`config.mk`:
```
export PLATFORM = sky130hd
export DESIGN_NAME = instr_fetch_unit
export DESIGN_NICKNAME = d
export VERILOG_FILES = /design/src/rtl/ifu_pkg.sv /design/src/rtl/ifu_fifo.sv /design/src/rtl/instr_fetch_unit.sv
export SDC_FILE = /design/constraint.sdc
export NUM_CORES = 1
export LEC_CHECK = 0
export BUFFER_PORTS_ARGS = -buffer_cell sky130_fd_sc_hd__buf_2
export CORE_ASPECT_RATIO = 1.2
export CORE_MARGIN = 2
export CORE_UTILIZATION = 35
export CTS_CLUSTER_DIAMETER = 50
export DETAILED_ROUTE_END_ITERATION = 7
export HOLD_SLACK_MARGIN = 0.05
export SLEW_MARGIN = 10
export SYNTH_ARGS = -nofsm -noshare
export SYNTH_HDL_FRONTEND = slang
export SYNTH_HIERARCHICAL = 1
export SYNTH_SLANG_ARGS = --single-unit
```
`constraint.sdc`:
```
create_clock -name clk -period 5.2 [get_ports clk]
set_clock_uncertainty 0.15 [all_clocks]
set_input_delay 0.52 -clock clk [delete_from_list [all_inputs] [get_ports clk]]
set_output_delay 0.52 -clock clk [all_outputs]
set_load 0.05 [all_outputs]
```
`src/rtl/ifu_pkg.sv`:
```
// Shared types and constants for the instruction fetch unit: FSM states, prefetch entry, credit width.
package ifu_pkg;

  typedef enum logic [1:0] {
    BOOT  = 2'd0,
    RUN   = 2'd1,
    DRAIN = 2'd2
  } ifu_state_e;

  localparam logic [31:0] NOP_INSTR = 32'h0000_0013;
  localparam logic [31:0] PC_STEP   = 32'd4;

  typedef struct packed {
    logic [31:0] instr;
    logic [31:0] pc;
  } ifu_entry_t;

  function automatic int cnt_width(input int depth);
    return $clog2(depth) + 1;
  endfunction

endpackage

```
`src/rtl/ifu_fifo.sv`:
```
// In-order prefetch FIFO of {instr, pc}; pop data is the registered head, zero read latency.
// Push while full is accepted only with a same-cycle pop; flush empties it in one cycle.
module ifu_fifo
  import ifu_pkg::*;
#(
  parameter int DEPTH = 4,
  parameter int CNT_W = cnt_width(DEPTH)
) (
  input  logic             clk,
  input  logic             rst_n,
  input  logic             flush,
  input  logic             push,
  input  ifu_entry_t       push_dat,
  input  logic             pop,
  output ifu_entry_t       pop_dat,
  output logic [CNT_W-1:0] count,
  output logic             full,
  output logic             empty
);

  localparam int PTR_W = $clog2(DEPTH);

  ifu_entry_t       mem_q [DEPTH];
  ifu_entry_t       mem_d [DEPTH];
  logic [PTR_W-1:0] wr_ptr_q, wr_ptr_d;
  logic [PTR_W-1:0] rd_ptr_q, rd_ptr_d;
  logic [CNT_W-1:0] cnt_q, cnt_d;
  logic             do_push, do_pop;

  assign empty   = (cnt_q == '0);
  assign full    = (cnt_q == CNT_W'(DEPTH));
  assign count   = cnt_q;
  assign pop_dat = mem_q[rd_ptr_q];
  assign do_pop  = pop & ~empty;
  assign do_push = push & (~full | do_pop);

  always_comb begin
    mem_d    = mem_q;
    wr_ptr_d = wr_ptr_q;
    rd_ptr_d = rd_ptr_q;
    cnt_d    = cnt_q;
    if (flush) begin
      wr_ptr_d = '0;
      rd_ptr_d = '0;
      cnt_d    = '0;
    end else begin
      if (do_push) begin
        mem_d[wr_ptr_q] = push_dat;
        wr_ptr_d        = wr_ptr_q + PTR_W'(1);
      end
      if (do_pop) begin
        rd_ptr_d = rd_ptr_q + PTR_W'(1);
      end
      cnt_d = cnt_q + CNT_W'(do_push) - CNT_W'(do_pop);
    end
  end

  always_ff @(posedge clk or negedge rst_n) begin
    if (!rst_n) begin
      for (int i = 0; i < DEPTH; i++) begin
        mem_q[i] <= '0;
      end
      wr_ptr_q <= '0;
      rd_ptr_q <= '0;
      cnt_q    <= '0;
    end else begin
      mem_q    <= mem_d;
      wr_ptr_q <= wr_ptr_d;
      rd_ptr_q <= rd_ptr_d;
      cnt_q    <= cnt_d;
    end
  end

endmodule

```
`src/rtl/instr_fetch_unit.sv`:
```
// RV32 fetch stage: PC, credit-limited word fetch, prefetch FIFO, {instr, pc} to decode; rsp->decode 1 cycle
// (0 cycles with IFU_BYPASS_EN defined). Fetch stalls once out_cnt + fifo_cnt reaches FIFO_DEPTH.
module instr_fetch_unit
  import ifu_pkg::*;
#(
  parameter logic [31:0] RESET_PC   = 32'h0000_0000,
  parameter int          FIFO_DEPTH = 4
) (
  input  logic        clk,
  input  logic        rst_n,
  output logic        imem_req_valid,
  input  logic        imem_req_ready,
  output logic [31:0] imem_req_addr,
  input  logic        imem_rsp_valid,
  input  logic [31:0] imem_rsp_data,
  input  logic        redirect_valid,
  input  logic [31:0] redirect_pc,
  output logic        id_valid,
  input  logic        id_ready,
  output logic [31:0] id_instr,
  output logic [31:0] id_pc
);

  localparam int CNT_W = cnt_width(FIFO_DEPTH);
  localparam int SUM_W = CNT_W + 1;

  ifu_state_e       state_q, state_d;
  logic [31:0]      fetch_pc_q, fetch_pc_d;
  logic [31:0]      req_addr_q, req_addr_d;
  logic [31:0]      rsp_pc_q, rsp_pc_d;
  logic             req_vld_q, req_vld_d;
  logic [CNT_W-1:0] out_cnt_q, out_cnt_d;
  logic [CNT_W-1:0] discard_cnt_q, discard_cnt_d;
  logic [CNT_W-1:0] fifo_cnt, fifo_cnt_d;
  logic [SUM_W-1:0] credit_sum;
  logic [31:0]      pc_base;
  logic             issue_en, req_accept, rsp_keep, byp_take;
  logic             fifo_push, fifo_pop, fifo_full, fifo_empty;
  ifu_entry_t       push_dat, head_dat;

  assign imem_req_valid = req_vld_q;
  assign imem_req_addr  = req_addr_q;
  assign req_accept     = req_vld_q & imem_req_ready;
  assign rsp_keep       = imem_rsp_valid & (discard_cnt_q == '0) & ~redirect_valid;

`ifdef IFU_BYPASS_EN
  assign byp_take = rsp_keep & fifo_empty;
`else
  assign byp_take = 1'b0;
`endif

  assign id_valid  = (~fifo_empty | byp_take) & ~redirect_valid;
  assign id_instr  = id_valid ? (fifo_empty ? imem_rsp_data : head_dat.instr) : NOP_INSTR;
  assign id_pc     = id_valid ? (fifo_empty ? rsp_pc_q : head_dat.pc) : 32'h0;
  assign fifo_pop  = id_valid & id_ready & ~fifo_empty;
  // A bypassed word already consumed by decode must not also land in the FIFO.
  assign fifo_push = rsp_keep & ~(byp_take & id_ready) & (~fifo_full | fifo_pop);

  assign push_dat.instr = imem_rsp_data;
  assign push_dat.pc    = rsp_pc_q;

  ifu_fifo #(
    .DEPTH (FIFO_DEPTH),
    .CNT_W (CNT_W)
  ) u_fifo (
    .clk      (clk),
    .rst_n    (rst_n),
    .flush    (redirect_valid),
    .push     (fifo_push),
    .push_dat (push_dat),
    .pop      (fifo_pop),
    .pop_dat  (head_dat),
    .count    (fifo_cnt),
    .full     (fifo_full),
    .empty    (fifo_empty)
  );

  always_comb begin
    out_cnt_d     = out_cnt_q + CNT_W'(req_accept) - CNT_W'(imem_rsp_valid);
    discard_cnt_d = discard_cnt_q;
    rsp_pc_d      = rsp_pc_q;
    fifo_cnt_d    = fifo_cnt + CNT_W'(fifo_push) - CNT_W'(fifo_pop);
    pc_base       = fetch_pc_q;
    if (redirect_valid) begin
      // Everything still owed by memory is stale, including a request held or accepted this cycle.
      discard_cnt_d = out_cnt_q - CNT_W'(imem_rsp_valid) + CNT_W'(req_vld_q);
      rsp_pc_d      = redirect_pc & ~32'h3;
      fifo_cnt_d    = '0;
      pc_base       = redirect_pc & ~32'h3;
    end else if (imem_rsp_valid && (discard_cnt_q != '0)) begin
      discard_cnt_d = discard_cnt_q - CNT_W'(1);
    end else if (rsp_keep) begin
      rsp_pc_d = rsp_pc_q + PC_STEP;
    end

    credit_sum = SUM_W'(out_cnt_d) + SUM_W'(fifo_cnt_d);
    req_vld_d  = req_vld_q;
    req_addr_d = req_addr_q;
    fetch_pc_d = pc_base;
    if (!req_vld_q || req_accept) begin
      req_vld_d = issue_en & (credit_sum < SUM_W'(FIFO_DEPTH));
      if (req_vld_d) begin
        req_addr_d = pc_base;
        fetch_pc_d = pc_base + PC_STEP;
      end
    end
  end

  always_comb begin
    state_d = state_q;
    case (state_q)
      BOOT:    state_d = RUN;
      RUN:     if (redirect_valid && (discard_cnt_d != '0)) state_d = DRAIN;
      DRAIN:   if (discard_cnt_d == '0) state_d = RUN;
      default: state_d = BOOT;
    endcase
  end

  always_comb begin
    issue_en = 1'b0;
    case (state_q)
      RUN, DRAIN: issue_en = 1'b1;
      default:    issue_en = 1'b0;
    endcase
  end

  always_ff @(posedge clk or negedge rst_n) begin
    if (!rst_n) begin
      state_q       <= BOOT;
      fetch_pc_q    <= RESET_PC;
      req_addr_q    <= RESET_PC;
      rsp_pc_q      <= RESET_PC;
      req_vld_q     <= 1'b0;
      out_cnt_q     <= '0;
      discard_cnt_q <= '0;
    end else begin
      state_q       <= state_d;
      fetch_pc_q    <= fetch_pc_d;
      req_addr_q    <= req_addr_d;
      rsp_pc_q      <= rsp_pc_d;
      req_vld_q     <= req_vld_d;
      out_cnt_q     <= out_cnt_d;
      discard_cnt_q <= discard_cnt_d;
    end
  end

endmodule

```
==> results.cfg, run 1 <==
[die]
die_w_um = 211
start_util_pct = 35.2
core_um2 = 51100
placementRows = 91
die_y_um = 252
ioPinCount = 168
die-area_um2 = 53200

[power]
p_int_w = 0.00630
p_switching_w = 0.00293
p_per_area_nw_per_um2 = 428
p_comb_share_pct = 24.4
sw_frac_of_total_pct = 31.7
clock_power_share_pct = 35.9
p_leak_nw = 9.97
power_frac_seq_pct = 39.7
ir_drop_uv = 386

[clocking]
post-cts-setup-buffers = 0
clock_latency_ns = 0.59
clk_pin_slew_ns = 0.06
cts_tree = built
cts_max_path_buffers = 3
clock_sinks = 366
cts_made_buffers = 47
htree_levels = 2
cts_root_buf = clkbuf_16

[critical_path]
max_stage_delay_ns = 0.56
critPathCaptureType = register
rrSetupSlack_ns = 0.53
crit_type = register to register
rr_worst_depth = 19
cp_common_cell = ha_1
cp.arrival_ns = 4.98
critical_path.max_fanout = 7
crit_path_top_delay_cell = nor4_4
r2r_end = fetch_pc_q[26]$_DFF_PN0_
cp.required_ns = 5.51
path_cells = nor3_1 > buf_4 > nor2_4 > nand2_1 > inv_1 > ha_1 > inv_1 > ha_1 > fa_1 > xnor2_1 > xnor2_1 > nor2_1 > ha_1 > nor4b_4 > nand3_2 > nor4_4 > and2_1 > nand3_1 > xor2_1
r2r_start = u_fifo/count[2]$_DFF_PN0_
worst_setup_path_start_kind = register

[timing]
fin_tns_setup_ns = 0
fin_crit_sh_pct = 89.7
slew_viol_final = 0
setup_viol = 0
max_freq_mhz = 214
rsz0062_at_grt = false
hold_viol_final = 0
slew_headroom_pct = 22.9
worst_slew_pin_slew_ns = 1.16
min_period_ns = 4.67

[yosys]
synth_top_area_share_pct = 51.0
ys_seq_area_share_pct = 51.0
yosys_warnings = 6
ys_ff_latch = 366
async_flop_share_pct = 100
yosysTopAreaCell = dfrtp_1
yosysUniqueCellTypes = 68
yosysMostFrequentCell = dfrtp_1
netlist_top_cells_count = dfrtp_1, mux2_2, mux2_4
synth_edf_count = 0
synthCells = 1284
synthesis.area_um2 = 18000
syn_area_per_cell_um2 = 14.0
synth_area_leaders = dfrtp_1, mux2_4, mux2_2, mux4_2, and2_1
synth_top_flop_cell = dfrtp_1

[min_path]
hold_path_depth = 3
min_from = redirect_pc[12]
min_path_type = primary input to register
worstHoldEndpoint = rsp_pc_q[12]$_DFFE_PN0P_

[detailed_routing]
drc_errors = 0
routed_wl_um = 41700
via_per_inst = 4.96
drt_iter0_drc = 506
routedWlPerCell_um = 18.9
firstDrtPassIters = 5
via_count = 10900
antenna_left = 0

[final_layout]
nets = 1614
fill_cells = 4755
final_util_pct = 42.2
syn2layout_area_growth_pct = 20.1
diodes = 0
drive_gt1_share_pct = 39.9

[status]
status = complete, no violations

[placement]
routabilityCongestion = 0.756
port_buffers = 165
hpwl_um = 26100

[global_route]
grt_first_pass_wirelength_um = 67700
grtUsageTotal_pct = 16.1
grt_start_max_net_pins = 142
grt_pass1_vias = 12000
grt-ovfl-total = 0
antenna_found_initial = 0

[flow_run]
cap_violations = 0
registers in the layout (all words and copies together), names as in the netlist:
signal / cells
u_fifo/mem_q: 256
fetch_pc_q: 32
imem_req_addr: 32
discard_cnt_q: 3
u_fifo/count: 3
imem_req_valid: 1
u_fifo/rd_ptr_q: 2
u_fifo/wr_ptr_q: 2
out_cnt_q: 3
state_q: 2
rsp_pc_q: 30
logic make-up after synthesis:
logic type	share of synthesized area, %
other cells	0.0209
fa+ha+maj	1.91
simple gates	8.93
compound gates	3.57
flops	51.0
buf+inv	3.49
mux	27.8
xor+xnor	3.36
power groups by stage:
stage / logic, W / clock network, W / registers [W]
detailed placement: 0.00225 / 0 / 0.00371
finish: 0.00225 / 0.00332 / 0.00366
global placement: 0.00220 / 0 / 0.00368
floorplan: 0.00136 / 0 / 0.00400
global route: 0.00248 / 0.00355 / 0.00373
CTS: 0.00229 / 0.00343 / 0.00366
worst max-delay path: cells and delay by family (launching register included):
family	cells	cell delay, ns
simple gates	9	1.94
fa+ha+maj	4	1.15
xor+xnor	3	0.50
buf+inv	3	0.37
flops	1	0.46
cell type report:
type | instances | area [um^2] | share of cell area (%)
repair buffers | 247 | 1640 | 7.58
multi-input cells | 826 | 8240 | 38.2
clock inverters | 20 | 235 | 1.09
flip-flops and latches | 366 | 9170 | 42.5
well taps | 651 | 815 | 3.77
inverters | 31 | 116 | 0.539
clock buffers | 67 | 1370 | 6.35
how the worst max path moves through the flow:
stage / startpoint / depth (start not counted) / endpoint / slack (ns)
floorplan: redirect_valid / 20 / fetch_pc_q[26]$_DFF_PN0_ / 0.66
global placement: u_fifo/count[2]$_DFF_PN0_ / 19 / fetch_pc_q[26]$_DFF_PN0_ / 0.54
detailed placement: u_fifo/count[2]$_DFF_PN0_ / 19 / fetch_pc_q[26]$_DFF_PN0_ / 0.50
CTS: u_fifo/count[2]$_DFF_PN0_ / 19 / fetch_pc_q[26]$_DFF_PN0_ / 0.50
global route: u_fifo/count[2]$_DFF_PN0_ / 19 / fetch_pc_q[28]$_DFF_PN0_ / 0.20
finish: u_fifo/count[2]$_DFF_PN0_ / 19 / fetch_pc_q[26]$_DFF_PN0_ / 0.53
metal layers:
metal,vias to the layer above,GRT usage (%),wire [um]
met1,5646,21.4,19200
met2,211,26.2,19400
met5,-,0,0
met4,0,4.75,981
met3,64,3.91,2080
li1,5020,-,-
per-stage QoR:
step	instances	hold WS (ns)	total power, W	cell area (um^2)	setup WS [ns]
final	2208	0.0867	0.00923	21600	0.533
after global routing	2208	0.0787	0.00975	21600	0.201
after CTS	2208	0.0545	0.00939	21600	0.498
after detailed placement	2063	0.320	0.00596	19400	0.500
after global placement	2063	0.313	0.00588	19400	0.535
after floorplan	1291	0.0744	0.00536	18000	0.661
repair_timing:
| item | CTS | global route |
|---|---|---|
| resized for setup | 0 | 0 |
| hold buffers | 58 | 0 |
| endpoints found under the hold margin | 239 | 0 |
cell usage in the layout (no fill, tap or decap), types with 5 or more instances in the layout:
cell / netlist / layout
dfrtp_1: 366 / 364
buf_2: 22 / 163
mux2_2: 144 / 144
mux2_4: 120 / 120
nand2_1: 95 / 95
and2_1: 64 / 64
mux4_2: 64 / 64
dlygate4sd3_1: 0 / 58
o21ai_0: 54 / 54
clkbuf_16: 0 / 47
xor2_1: 39 / 39
inv_1: 31 / 31
xnor2_1: 30 / 30
nand3_1: 25 / 25
nor2_1: 23 / 22
buf_4: 1 / 22
ha_1: 21 / 21
a21boi_0: 16 / 16
clkbuf_8: 0 / 12
and3_1: 9 / 9
nor2b_1: 8 / 8
mux2i_1: 8 / 8
o21ai_1: 8 / 8
clkbuf_1: 22 / 8
conb_1: 1 / 8
a21oi_1: 7 / 7
or3_1: 7 / 7
nor3_1: 6 / 6
nand4_1: 5 / 5
Power figures use the tool's default switching activity.
==> inputs of run 2 (changes only) <==
--- a/config.mk
+++ b/config.mk
@@ -6,9 +6,10 @@
 export NUM_CORES = 1
 export LEC_CHECK = 0
 export BUFFER_PORTS_ARGS = -buffer_cell sky130_fd_sc_hd__buf_2
-export CORE_ASPECT_RATIO = 1.2
+export CORE_ASPECT_RATIO = 0.75
 export CORE_MARGIN = 2
 export CORE_UTILIZATION = 35
+export CTS_BUF_LIST = sky130_fd_sc_hd__clkbuf_8 sky130_fd_sc_hd__clkbuf_16
 export CTS_CLUSTER_DIAMETER = 50
 export DETAILED_ROUTE_END_ITERATION = 7
 export HOLD_SLACK_MARGIN = 0.05
==> run 2 against run 1 <==
Count of clock-buffer cells in the layout is 18 lower. Non-clock buffer count is 22 lower. Wire length is 0.44% lower. Via count is 0.26% lower. Highest routed layer unchanged. Sequential power hardly changed. Utilization is 0.18 points lower. Combinational power hardly changed. Largest power group unchanged. Hold slack worse by 0.0030 ns. Register-to-register slack better by 0.04 ns. First-iteration DRC count is 27% higher.
==> results.cfg, run 2 (synthesized netlist as in run 1, its figures left out) <==
[clocking]
cts_tree = built
cts_max_path_buffers = 3
clock_sinks = 366
clk_pin_slew_ns = 0.06
clock_latency_ns = 0.58
cts_made_buffers = 43
htree_levels = 2
cts_root_buf = clkbuf_16

[timing]
min_period_ns = 4.63
worst_slew_pin_slew_ns = 1.08
rsz0062_at_grt = false
final.setup.worst_slack_ns = 0.573
fin_tns_setup_ns = 0
max_freq_mhz = 216
fin_crit_sh_pct = 89.0
slew_viol_final = 0
slew_headroom_pct = 27.7
hold_viol_final = 0
setup_viol = 0

[final_layout]
nets = 1588
fill_cells = 4613
regMostFlops = u_fifo/mem_q
syn2layout_area_growth_pct = 18.0
diodes = 0
layout_common_cells = dfrtp_1, buf_2, mux2_2, mux2_4, nand2_1
largest_register_ffs = 256
final_common_cell = dfrtp_1
drive_gt1_share_pct = 39.9

[critical_path]
worst_setup_path_start_kind = register
critPathLaunch = discard_cnt_q[0]$_DFF_PN0_
r2r_end = fetch_pc_q[25]$_DFF_PN0_
r2r_start = discard_cnt_q[0]$_DFF_PN0_
cp.arrival_ns = 4.98
rrSetupSlack_ns = 0.57
critical_path.max_fanout = 8
crit_type = register to register
critPathCapture = fetch_pc_q[25]$_DFF_PN0_
rr_worst_depth = 19
cp.required_ns = 5.55
critPathCaptureType = register

[placement]
dp_slack_ns = 0.550
hpwl_um = 26200
port_buffers = 165
routabilityCongestion = 0.784

[die]
die_w_um = 266
core_um2 = 50500
placementRows = 71
die_y_um = 200
die-area_um2 = 53200
ioPinCount = 168
start_util_pct = 35.6

[power]
ir_drop_uv = 419
p_switching_w = 0.00286
power_frac_seq_pct = 40.8
p_int_w = 0.00612
p_per_area_nw_per_um2 = 423
p_leak_nw = 9.83
p_comb_share_pct = 25.1
clock_power_share_pct = 34.2
sw_frac_of_total_pct = 31.8

[global_route]
grt_start_max_net_pins = 108
grtUsageTotal_pct = 16.0
grt-ovfl-total = 0
grt_first_pass_wirelength_um = 67600
grt_pass1_vias = 11700
antenna_found_initial = 0

[status]
status = complete, no violations

[detailed_routing]
firstDrtPassIters = 4
via_count = 10900
antenna_left = 0
drc_errors = 0
routedWlPerCell_um = 19.0
via_per_inst = 5.00
drt_iter0_drc = 644
routed_wl_um = 41500

[min_path]
min_path_type = primary input to register

[flow_run]
cap_violations = 0
-- run 2: changes by cell type in the layout (fill, tap and decap cells not counted), moves of 2 or more --
cell / delta
clkbuf_1: -8
clkbuf_8: -6
dlygate4sd3_1: -22
inv_8: -4
inv_16: -2
inv_1: +10
clkbuf_16: -4
bufinv_16: +2
clkinv_2: +2
-- run 2: worst min-delay path by stage --
stage,start,end,cells after the start
floorplan,rst_n,discard_cnt_q[0]$_DFF_PN0_,0
global placement,imem_req_addr[14]$_DFFE_PN0P_,imem_req_addr[14]$_DFFE_PN0P_,2
detailed placement,imem_req_addr[14]$_DFFE_PN0P_,imem_req_addr[14]$_DFFE_PN0P_,2
CTS,imem_rsp_data[25],u_fifo/mem_q[57]$_DFFE_PN0P_,2
global route,imem_rsp_data[17],u_fifo/mem_q[177]$_DFFE_PN0P_,2
finish,redirect_pc[25],rsp_pc_q[25]$_DFFE_PN0P_,3
-- run 2: worst max-delay path: stages, from the launching register on --
cell and delay [ns]:
dfrtp_1 0.35, inv_1 0.11, ha_1 0.20, and3b_1 0.36, nand3_1 0.16, ha_1 0.30
inv_1 0.04, ha_1 0.18, fa_1 0.38, xnor2_1 0.19, xnor2_1 0.14, nor2_1 0.07
ha_1 0.32, nor4b_4 0.32, o2111ai_1 0.38, nor4_4 0.25, buf_4 0.23, nand2_4 0.09
nor3b_2 0.20, xnor2_1 0.13
-- run 2: metal layers --
layer | global-route usage, % | share of wire (%) | wire [um] | vias up
li1 | - | - | - | 4970
met1 | 22.9 | 48 | 19800 | 5731
met2 | 24.9 | 46 | 19200 | 157
met3 | 2.78 | 3.8 | 1560 | 55
met4 | 4.37 | 2.1 | 859 | 0
met5 | 0 | 0 | 0 | -
-- run 2: per-stage QoR --
| step | cells | hold slack (ns) | total power (W) | utilization, % | cell area (um^2) |
|---|---|---|---|---|---|
| final | 2182 | 0.0838 | 0.00898 | 42.0 | 21200 |
| after global routing | 2182 | 0.0642 | 0.00950 | 42.0 | 21200 |
| after CTS | 2182 | 0.0501 | 0.00911 | 42.0 | 21200 |
| after detailed placement | 2069 | 0.315 | 0.00596 | 38.4 | 19400 |
| after global placement | 2069 | 0.308 | 0.00588 | 38.4 | 19400 |
| after floorplan | 1291 | 0.0744 | 0.00536 | - | 18000 |
-- run 2: area by class of cell --
class	instances	area, um^2	share of cell area, %
clock inverter	28	288	1.36
sequential	366	9170	43.2
clock buffer	49	1160	5.46
multi-input combinational	826	8240	38.9
tap	657	822	3.88
timing repair buffer	225	1420	6.68
inverter	31	116	0.549
-- run 2: power by group through the flow --
stage                     registers, W  logic [W]  clock network, W
after floorplan                0.00400    0.00136                 0
after global placement         0.00367    0.00220                 0
after detailed placement       0.00370    0.00226                 0
after CTS                      0.00366    0.00228           0.00317
after global routing           0.00373    0.00249           0.00328
final                          0.00366    0.00225           0.00307
-- run 2: timing repair --
action                                 CTS  global route
hold buffers                            36             0
resized for setup                        0             0
setup buffers                            0             0
endpoints found under the hold margin  156             0
==> inputs of run 3 (changes only) <==
--- a/config.mk
+++ b/config.mk
@@ -13,6 +13,7 @@
 export CTS_CLUSTER_DIAMETER = 50
 export DETAILED_ROUTE_END_ITERATION = 7
 export HOLD_SLACK_MARGIN = 0.05
+export RECOVER_POWER = 50
 export SLEW_MARGIN = 10
 export SYNTH_ARGS = -nofsm -noshare
 export SYNTH_HDL_FRONTEND = slang
==> run 3 against run 2 <==
The flow now finishes with violations (capacitance limit, slew limit). Count of clock-buffer cells in the layout unchanged. Register-to-register slack gained 0.02 ns. Critical path depth did not move. Via count down 0.43%. Sequential share of layout area up 0.14 points. Cell area decreased by 0.33%. Global-route usage stayed put. Total power decreased by 0.36%. Cell count is the same. Non-clock buffer count did not move. Wire length decreased by 0.10%. Setup slack gained 0.020 ns. Largest cell class unchanged.
==> results.cfg, run 3 (synthesized netlist as in run 1, its figures left out) <==
[timing]
slew_headroom_pct = -66.8
worst_slew_pin_slew_ns = 2.50
setup_viol = 0
min_period_ns = 4.61
fin_crit_sh_pct = 88.6
rsz0062_at_grt = false
slew_viol_final = 166
max_freq_mhz = 217
fin_tns_setup_ns = 0
hold_viol_final = 0

[flow_run]
cap_violations = 2

[global_route]
grtUsageTotal_pct = 16.0
grt-ovfl-total = 0
grt_pass1_vias = 11700
antenna_found_initial = 0
grt_start_max_net_pins = 108
grt_first_pass_wirelength_um = 67600

[status]
violations = capacitance limit, slew limit
status = finished, violations left

[critical_path]
critPathLaunch = discard_cnt_q[0]$_DFF_PN0_
critPathCaptureType = register
rrSetupSlack_ns = 0.59
path_cells = inv_1 > ha_1 > and3b_1 > nand3_1 > ha_1 > inv_1 > ha_1 > fa_1 > xnor2_1 > xnor2_1 > nor2_1 > ha_1 > nor4b_4 > o2111ai_1 > nor4_4 > buf_4 > nand2_4 > nor3b_2 > xnor2_1
cp_common_cell = ha_1
r2r_start = discard_cnt_q[0]$_DFF_PN0_
cp.arrival_ns = 4.96
r2r_end = fetch_pc_q[25]$_DFF_PN0_
crit_path_top_delay_cell = fa_1
rr_worst_depth = 19
max_stage_delay_ns = 0.39
worst_setup_path_start_kind = register
cp_num_buf_inv = 3
crit_type = register to register
crit_cells = 19
cp.required_ns = 5.56
critical_path.top_delay_family = simple AND/OR/NAND/NOR gates
critPathCapture = fetch_pc_q[25]$_DFF_PN0_
critical_path.max_fanout = 8

[final_layout]
final_common_cell = dfrtp_1
syn2layout_area_growth_pct = 17.6
fin_area_um2 = 21100
drive_gt1_share_pct = 37.7
diodes = 0
largest_register_ffs = 256
nets = 1588
layout_common_cells = dfrtp_1, mux2_2, buf_2, mux2_4, nand2_1
regMostFlops = u_fifo/mem_q
final_util_pct = 41.9

[min_path]
min_path_type = primary input to register

[die]
die_w_um = 266
placementRows = 71
start_util_pct = 35.6
die-area_um2 = 53200
ioPinCount = 168
die_y_um = 200
core_um2 = 50500

[power]
p_per_area_nw_per_um2 = 423
p_leak_nw = 9.71
ir_drop_uv = 418

[clocking]
clk_pin_slew_ns = 0.06
post-cts-setup-buffers = 0
cts_tree = built
cts_max_path_buffers = 3
cts_made_buffers = 43
clock_latency_ns = 0.58
htree_levels = 2
cts_resized = 0
clock_sinks = 366
cts_root_buf = clkbuf_16

[placement]
port_buffers = 165
place_area_um2 = 19400
routabilityCongestion = 0.784
hpwl_um = 26200

[detailed_routing]
routedWlPerCell_um = 19.0
antenna_left = 0
drc_errors = 0
via_count = 10900
firstDrtPassIters = 4
via_per_inst = 4.98
routed_wl_um = 41400
drt_iter0_drc = 652
==> run 3: cell count changes in the layout (fill, tap and decap cells not counted), sizes merged <==
cell and change:
buf -37, clkbuf +37
==> run 3: cell type report <==
| type | instances | area [um^2] |
|---|---|---|
| clock buffer | 49 | 1160 |
| clock inverter | 28 | 288 |
| fill | 4636 | 29300 |
| inverter | 31 | 116 |
| multi-input combinational | 826 | 8240 |
| sequential | 366 | 9170 |
| tap | 657 | 822 |
| timing repair buffer | 225 | 1350 |
==> run 3: stage by stage <==
step / instances / total power (W) / worst slack, ns / hold slack [ns]
2_1_floorplan: 1291 / 0.00536 / 0.661 / 0.0744
3_3_place_gp: 2069 / 0.00588 / 0.550 / 0.308
3_5_place_dp: 2069 / 0.00596 / 0.550 / 0.315
4_1_cts: 2182 / 0.00911 / 0.558 / 0.0501
5_1_grt: 2182 / 0.00947 / 0.226 / 0.0642
6_report: 2182 / 0.00895 / 0.593 / 0.0810
==> run 3: worst min-delay path by stage <==
stage / from / to / slack, ns / depth (start not counted)
floorplan: rst_n / discard_cnt_q[0]$_DFF_PN0_ / 0.07 / 0
global placement: imem_req_addr[14]$_DFFE_PN0P_ / imem_req_addr[14]$_DFFE_PN0P_ / 0.31 / 2
detailed placement: imem_req_addr[14]$_DFFE_PN0P_ / imem_req_addr[14]$_DFFE_PN0P_ / 0.32 / 2
CTS: imem_rsp_data[25] / u_fifo/mem_q[57]$_DFFE_PN0P_ / 0.05 / 2
global route: imem_rsp_data[17] / u_fifo/mem_q[177]$_DFFE_PN0P_ / 0.06 / 2
finish: redirect_pc[25] / rsp_pc_q[25]$_DFFE_PN0P_ / 0.08 / 3
==> run 3: metal layers <==
layer | vias up | GRT usage, % | share of wire, % | wire length, um
li1 | 4964 | - | - | -
met1 | 5676 | 22.9 | 47 | 19600
met2 | 173 | 24.9 | 46 | 19300
met3 | 53 | 2.78 | 4.1 | 1690
met4 | 0 | 4.37 | 2.0 | 844
met5 | - | 0 | 0 | 0
==> run 3: worst reg2reg max path, cell delays in order (launching register included) <==
cell	delay [ns]
dfrtp_1	0.35
inv_1	0.11
ha_1	0.20
and3b_1	0.35
nand3_1	0.16
ha_1	0.31
inv_1	0.04
ha_1	0.18
fa_1	0.39
xnor2_1	0.19
xnor2_1	0.14
nor2_1	0.07
ha_1	0.32
nor4b_4	0.32
o2111ai_1	0.38
nor4_4	0.25
buf_4	0.23
nand2_4	0.09
nor3b_2	0.21
xnor2_1	0.13
==> run 3: timing repair <==
action	CTS	global route
setup endpoints to repair	0	0
hold endpoints to repair	156	0
hold buffers	36	0
==> run 3: power by group <==
group          internal [W]  switching (W)  total [W]
combinational      0.000924        0.00129    0.00222
sequential          0.00336       0.000306    0.00366
clock               0.00181        0.00126    0.00307
